File: src/rtl/shift_combine.sv
// shift_combine: oversampling serial receiver (start 0, DATA_WIDTH bits LSB-first, stop 1).
// Recovers words from the idle-high line and hands them to the consumer with a valid/ack handshake.
//
// Handshake (data_valid / rx_ack):
//   data_valid rises on the edge that loads data_received and stays high until an edge with rx_ack = 1.
//   If rx_ack is high on an edge without a load, data_valid and overrun clear on that edge.
//   If a load happens while data_valid is already high and rx_ack is low, data_received is overwritten
//   and overrun is set.
//   If a load and rx_ack land on the same edge, the load wins: data_valid stays 1 and overrun is 0.
//   rx_ack is honoured on every clk edge, independent of enable_s.
`timescale 1ns/1ps
module shift_combine #(
    parameter int DATA_WIDTH = 8,
    parameter int OVERSAMPLE = 16
) (
    input  logic                  clk,
    input  logic                  rst,
    input  logic                  enable_s,
    input  logic                  bit_in,
    input  logic                  rx_ack,
    output logic [DATA_WIDTH-1:0] data_received,
    output logic                  data_valid,
    output logic                  rx_busy,
    output logic                  frame_error,
    output logic                  overrun
);

    localparam int TW = $clog2(OVERSAMPLE);
    localparam int BW = $clog2(DATA_WIDTH + 1);

    // START samples on the tick that takes the counter to OVERSAMPLE/2; DATA/STOP on OVERSAMPLE.
    // The counter is compared one step early so it never has to hold OVERSAMPLE itself.
    localparam logic [TW-1:0] TICK_MID  = TW'(OVERSAMPLE / 2 - 1);
    localparam logic [TW-1:0] TICK_LAST = TW'(OVERSAMPLE - 1);
    localparam logic [BW-1:0] BIT_LAST  = BW'(DATA_WIDTH - 1);

    typedef enum logic [2:0] {
        S_IDLE  = 3'd0,
        S_START = 3'd1,
        S_DATA  = 3'd2,
        S_STOP  = 3'd3,
        S_BREAK = 3'd4
    } state_t;

    // State is kept as a named flop so checkers can bind to it directly.
    state_t                state_q, state_d;
    logic [1:0]            sync_q, sync_d;
    logic [TW-1:0]         tick_q, tick_d;
    logic [BW-1:0]         bit_idx_q, bit_idx_d;
    logic [DATA_WIDTH-1:0] shift_q, shift_d;
    logic [DATA_WIDTH-1:0] data_q, data_d;
    logic                  valid_q, valid_d;
    logic                  busy_q, busy_d;
    logic                  frame_error_q, frame_error_d;
    logic                  overrun_q, overrun_d;

    logic                  bit_s;
    logic                  load;
    logic [DATA_WIDTH:0]   shift_cat;

    assign bit_s     = sync_q[1];
    assign shift_cat = {bit_s, shift_q};

    // Two-flop synchronizer for the asynchronous line; bit_in enters at bit 0.
    always_comb begin
        sync_d = {sync_q[0], bit_in};
    end

    // Frame FSM: advances only on ticks; decides every sample from the synchronized line.
    always_comb begin
        state_d       = state_q;
        tick_d        = tick_q;
        bit_idx_d     = bit_idx_q;
        shift_d       = shift_q;
        frame_error_d = frame_error_q;
        load          = 1'b0;
        if (enable_s) begin
            case (state_q)
                S_IDLE: begin
                    if (!bit_s) begin
                        state_d = S_START;
                        tick_d  = '0;
                    end
                end
                S_START: begin
                    if (tick_q == TICK_MID) begin
                        tick_d = '0;
                        if (!bit_s) begin
                            state_d   = S_DATA;
                            bit_idx_d = '0;
                        end else begin
                            // Start bit did not survive to mid-bit: treat as a glitch.
                            state_d = S_IDLE;
                        end
                    end else begin
                        tick_d = tick_q + 1'b1;
                    end
                end
                S_DATA: begin
                    if (tick_q == TICK_LAST) begin
                        tick_d    = '0;
                        shift_d   = shift_cat[DATA_WIDTH:1];
                        bit_idx_d = bit_idx_q + 1'b1;
                        if (bit_idx_q == BIT_LAST) begin
                            state_d = S_STOP;
                        end
                    end else begin
                        tick_d = tick_q + 1'b1;
                    end
                end
                S_STOP: begin
                    if (tick_q == TICK_LAST) begin
                        tick_d = '0;
                        if (bit_s) begin
                            load          = 1'b1;
                            frame_error_d = 1'b0;
                            state_d       = S_IDLE;
                        end else begin
                            frame_error_d = 1'b1;
                            state_d       = S_BREAK;
                        end
                    end else begin
                        tick_d = tick_q + 1'b1;
                    end
                end
                S_BREAK: begin
                    // Wait for the line to return high so a held-low line is not a new start bit.
                    if (bit_s) begin
                        state_d = S_IDLE;
                    end
                end
                default: begin
                    state_d = S_IDLE;
                    tick_d  = '0;
                end
            endcase
        end
    end

    // Output handshake: load beats ack, ack clears valid/overrun on any edge.
    always_comb begin
        data_d    = load ? shift_q : data_q;
        valid_d   = load | (valid_q & ~rx_ack);
        overrun_d = ~rx_ack & (overrun_q | (load & valid_q));
        busy_d    = (state_d != S_IDLE);
    end

    // All state registers; synchronous reset overrides everything, including mid-frame.
    always_ff @(posedge clk) begin
        if (rst) begin
            state_q       <= S_IDLE;
            sync_q        <= 2'b11;
            tick_q        <= '0;
            bit_idx_q     <= '0;
            shift_q       <= '0;
            data_q        <= '0;
            valid_q       <= 1'b0;
            busy_q        <= 1'b0;
            frame_error_q <= 1'b0;
            overrun_q     <= 1'b0;
        end else begin
            state_q       <= state_d;
            sync_q        <= sync_d;
            tick_q        <= tick_d;
            bit_idx_q     <= bit_idx_d;
            shift_q       <= shift_d;
            data_q        <= data_d;
            valid_q       <= valid_d;
            busy_q        <= busy_d;
            frame_error_q <= frame_error_d;
            overrun_q     <= overrun_d;
        end
    end

    assign data_received = data_q;
    assign data_valid    = valid_q;
    assign rx_busy       = busy_q;
    assign frame_error   = frame_error_q;
    assign overrun       = overrun_q;

endmodule

File: config.mk
export PLATFORM = sky130hd
export DESIGN_NAME = shift_combine
export DESIGN_NICKNAME = d
export VERILOG_FILES = /design/src/rtl/shift_combine.sv
export SDC_FILE = /design/constraint.sdc
export NUM_CORES = 1
export LEC_CHECK = 0
export CORE_ASPECT_RATIO = 1.2
export CORE_MARGIN = 3
export CORE_UTILIZATION = 54
export CTS_CLUSTER_SIZE = 40
export DETAILED_ROUTE_END_ITERATION = 16
export PLACE_DENSITY = 0.74
export SETUP_SLACK_MARGIN = 0.5
export SKIP_CTS_REPAIR_TIMING = 1
export SYNTH_ARGS = -nofsm -noshare
export SYNTH_HDL_FRONTEND = slang
export SYNTH_SLANG_ARGS = --single-unit
File: constraint.sdc
create_clock -name clk -period 1.9 [get_ports clk]
set_clock_uncertainty 0.15 [all_clocks]
set_input_delay 0.57 -clock clk [delete_from_list [all_inputs] [get_ports clk]]
set_output_delay 0.57 -clock clk [all_outputs]
set_load 0.01 [all_outputs]
==> Word level (Yosys, flattened, before mapping) <==
Index checks and enable logic that the tools add are counted.
{ "totals": {"inputBits": 5, "word_cells": 60, "out_inout_bits": 12, "reg_bits": 33} }
{ "classes": {"bitwise_logic": 7, "add_sub_neg": 2, "reduce_logical": 8, "n_mux": 22, "eq_ne": 11} }
{ "op_table": {"columns": ["cell", "count"], "rows": [
  ["$mux 3", 8],
  ["$mux 4", 5],
  ["$pmux 4 s4", 1],
  ["$pmux 3 s5", 1],
  ["$reduce_and 3->1", 3],
  ["$add 4x1->4 const B", 2],
  ["$eq 4x3->1 const B", 2],
  ["$ne 2x2->1 const B", 4],
  ["$pmux 4 s2", 1],
  ["$eq 3x2->1 const B", 2],
  ["$mux 1", 5],
  ["$reduce_and 5->1", 1],
  ["$eq 4x4->1 const B", 1],
  ["$and 1x1->1", 3],
  ["$eq 3x1->1 const B", 1],
  ["$eq 3x3->1 const B", 1],
  ["$logic_not 3->1", 1],
  ["$reduce_bool 3->1", 1],
  ["$mux 2", 1],
  ["$not 1->1", 2],
  ["$or 1x1->1", 2],
  ["$reduce_bool 2->1", 1],
  ["$reduce_or 2->1", 1]
]} }

==> Logic depth before layout (Yosys ltp) <==
{ "logic_depth": {"ltp_word": 7, "ltp_mapped": 7, "depth_no_buf": 6} }

==> Least setup slack after synthesis <==
Ideal clock, no wire load.
{ "synth_path": {"kind": "input to register", "from": "input port enable_s", "to": "register data_q[1] (netlist: data_received[1])", "path_buffers": 2, "cell_stages": 7, "arrival_ns": 1.555, "setup_slack_ns": 0.124, "path_cell_list": "buf_2 > inv_2 > nor4_4 > and2_1 > buf_4 > nand2_1 > a21oi_1"} }
{ "synth_via": {"elab_chain_cells": 1} }
{ "synth_rtl": {"columns": ["item", "line", "text"], "rows": [
  ["start, declared", "18", "input logic enable_s,"],
  ["$mux 1", "77", "if (enable_s) begin"],
  ["end signal, assigned", "167", "data_q <= data_d;"],
  ["end, declared", "51", "logic [DATA_WIDTH-1:0] data_q, data_d;"]
]} }
Every way passes these cells.
A chain may end at the register's enable or synchronous reset.

==> Final worst setup path <==
{ "layout_path": {"from": "register tick_q[1]", "to": "register bit_idx_q[2]"} }
{ "layout_via": {"elab_chain_cells": 3, "word_cells_on_any_way": 5} }
{ "layout_rtl": {"columns": ["item", "line", "text"], "rows": [
  ["start, declared", "48", "logic [TW-1:0] tick_q, tick_d;"],
  ["start signal, assigned", "164", "tick_q <= tick_d;"],
  ["$eq 4x4->1 / $eq 4x3->1 (equally long branches)", "100, 86", null],
  ["$ne 2x2->1 (no line)", null, null],
  ["$reduce_and 5->1 (no line) *", null, null],
  ["end signal, assigned", "165", "bit_idx_q <= bit_idx_d;"],
  ["end, declared", "49", "logic [BW-1:0] bit_idx_q, bit_idx_d;"]
]} }
Mark *: on every way between the ends. The rest lies on a longest branch, timed or not.

==> summary.md <==
| Metric | Value |
|---|---|
| CP required | `1.97 ns` |
| Crit-path cells | `ha_4, nand3b_1, nor4_4, buf_4, nor2b_1, o21ai_1, a21oi_1` |
| Synth-to-Final Area Change | `41.54%` |
| Fin cells | `238` |
| Commonest non-fill, non-tap cell in the layout | `nand2_1` |
| FFs w/ async S/R, synth | `0%` |
| PwrDens | `651.0 nW/um^2` |
| DR vias/cell | `5.857` |
| GR Layer Usage met2 | `36.70%` |
| RSZ-0062 raised after global routing | `true` |
| Synth cell types | `35` |
| Ratio of cells with drive above 1 in the final layout | `39.13%` |
| Worst Path Arrival | `1.75 ns` |
| DP HPWL | `2.241 mm` |
| Worst slew pin tran | `0.3341 ns` |
| Post-Synthesis Cells | `171` |
| Compound-cell area share of the yosys netlist | `17.18%` |
| Max clock buf depth | `2` |
| CP max stage cell | `dfxtp_4` |
| Period minus WS final | `1.681 ns` |
| # Max-Cap Violations | `0` |
| YS warnings | `0` |
| Diode count | `0` |
| Xor and xnor area share after synthesis | `0%` |
| Die Width | `52.69 microns` |
| Most frequent cells in the layout | `nand2_1, a21oi_1, dfxtp_1, buf_4` |
| TritonCTS Buffers | `5` |
| Hold Slack | `0.2687 ns` |
| Sink Count | `33` |
| Post-synth EDFFs | `0` |
| CP max FO | `5` |
| CP endpoint kind | `flip-flop` |
| Top cells by area, synth | `dfxtp_1, a21oi_1, nand2_1` |
| Final antenna-violating net count | `0` |
| Worst skew pair latency | `0.32 ns` |
| Hold Violations, Final | `0` |
| CP max stage delay | `0.37 ns` |
| CTS tree | `yes` |
| Mapped cell area | `1413 sq um` |
| First-pass DRT Iterations | `4` |
| Static Leak | `0.7325 nW` |
| Placed Instances | `223` |
| Worst relative slew slack | `77.69%` |
| Pin count of the biggest net entering global routing | `20` |
| Synth area leader | `dfxtp_1` |
| Peak VDD IR | `0.0005525 V` |
| All-layer global routing usage | `21.89%` |
| Syn avg cell area | `8.261 sq um` |
| Total power | `0.001302 W` |
| Final Cycle Share | `88.49%` |
| Post-synthesis mux area share | `1.417%` |
| Main combinational cell family by area after synthesis | `simple AND/OR/NAND/NOR gates` |
| Routed wire per std cell | `15.06 microns` |
| Die height | `62.03 microns` |
| Setup TNS | `0 ns` |
| Starting Density | `58.83%` |
| Clock root cell | `clkbuf_4` |
| Initial antenna violation count | `0` |
| Place WS | `-0.2755 ns` |
| Final nets | `213` |
| GRT overflow | `0` |
| Type of the worst min-delay path | `flip-flop to flip-flop` |
| First-pass GRT wire length | `5.292 mm` |
| Top Usage Layer GRT | `met2` |
| IO Pins | `17` |
| Synthesized flop and latch total | `33` |
| GR Util met3 | `5.728%` |
| Register area share after synthesis | `46.77%` |
| Startpoint types | `flip-flop` |
| Met1 Use GR | `26.07%` |
| DR iter-0 viols | `45` |
| Critical path class | `flip-flop to flip-flop` |
| CORE AREA | `2401 sq um` |
| Vias in the first global route | `1205` |
| Post-synthesis adder-cell area fraction | `1.771%` |
| Post-route setup slack | `0.2187 ns` |
| Number of remaining DRC errors | `0` |
| CTS H-tree lvls | `2` |
| Post-synthesis simple-gate area fraction | `29.41%` |
| Final setup viols | `0` |
| Num rows | `19` |
| DIE AREA | `3268 sq um` |
| RD Place Congestion | `0.7948` |
| Total vias in the final route | `1394` |
| Area share of the largest cell type after synthesis | `46.77%` |
| Syn nets | `178` |
| Routed WL | `3.584 mm` |
| IO buf count | `16` |
| Synth Flop Type | `dfxtp_1` |
| Slew Limit Fails | `0` |
| Clk pin slew, worst setup/hold paths | `0.10 ns` |
| Outcome | `finished, final reports clean` |
| Fmax | `594.8 MHz` |
-- through the flow --
stage	util [%]	area, sq um
after floorplan	-	1504
after global placement	73.06	1754
after detailed placement	73.06	1754
after CTS	76.60	1839
after global routing	83.27	1999
final	83.27	1999
-- path summary, 6_finish.rpt --
kind / start / end / slack, ns / cells after the start
max: tick_q[1]$_SDFFE_PP0P_ / bit_idx_q[2]$_SDFFE_PP0P_ / 0.22 / 7
min: sync_q[0]$_SDFF_PP1_ / sync_q[1]$_SDFF_PP1_ / 0.27 / 1
max reg2reg: tick_q[1]$_SDFFE_PP0P_ / bit_idx_q[2]$_SDFFE_PP0P_ / 0.22 / 7
min reg2reg: sync_q[0]$_SDFF_PP1_ / sync_q[1]$_SDFF_PP1_ / 0.27 / 1
-- Yosys cell counts, types with 2 or more instances --
library cell / instances
nor3_1: 3
and2_1: 2
nor2_1: 15
nand2b_1: 4
clkbuf_1: 5
o21ai_0: 7
buf_2: 3
o21ai_1: 3
ha_1: 2
and3_1: 2
mux2i_1: 2
nand2_1: 28
nand3_1: 9
inv_2: 2
dfxtp_1: 33
nand4_1: 3
nor2b_1: 3
or3_1: 2
a21oi_1: 25
a31oi_1: 2
or2_2: 2
-- flip-flops by register name, indices dropped and copies added, names as in the netlist --
name and count:
bit_idx_q 4, data_received 8, data_valid 1, frame_error 1, overrun 1, rx_busy 1, shift_q 8, state_q 3
sync_q 2, tick_q 4
-- report_power, final --
group	internal [W]	switching (W)	total (W)
combinational	0.0000291	0.0000378	0.0000668
clock	0.000314	0.000224	0.000539
sequential	0.000690	0.00000574	0.000696
-- cell type report --
cell class / count / area (sq um)
Timing Repair Buffer: 37 / 357.8
Inverter: 2 / 12.51
Sequential cell: 33 / 690.7
Clock inverter: 1 / 30.03
Clock buffer: 7 / 55.05
Tap cell: 31 / 38.79
Fill cell: 156 / 401.6
Multi-Input combinational cell: 127 / 814.5
-- metal layers --
layer	vias to the layer above	share of wire, %
li1	669	-
met1	677	42
met2	42	51
met3	6	5.1
met4	0	1.6
met5	-	0
-- cell families after synthesis --
group,count (synthesis)
compound gates,43
mux,2
simple gates,80
flops,33
buf+inv,11
fa+ha+maj,2
-- critical path: cells and delay by family (launching register included) --
kind	cells	cell delay [ns]
simple gates	3	0.51
flops	1	0.37
compound gates	2	0.23
buf+inv	1	0.17
fa+ha+maj	1	0.16
(Power assumes the default switching activity.)
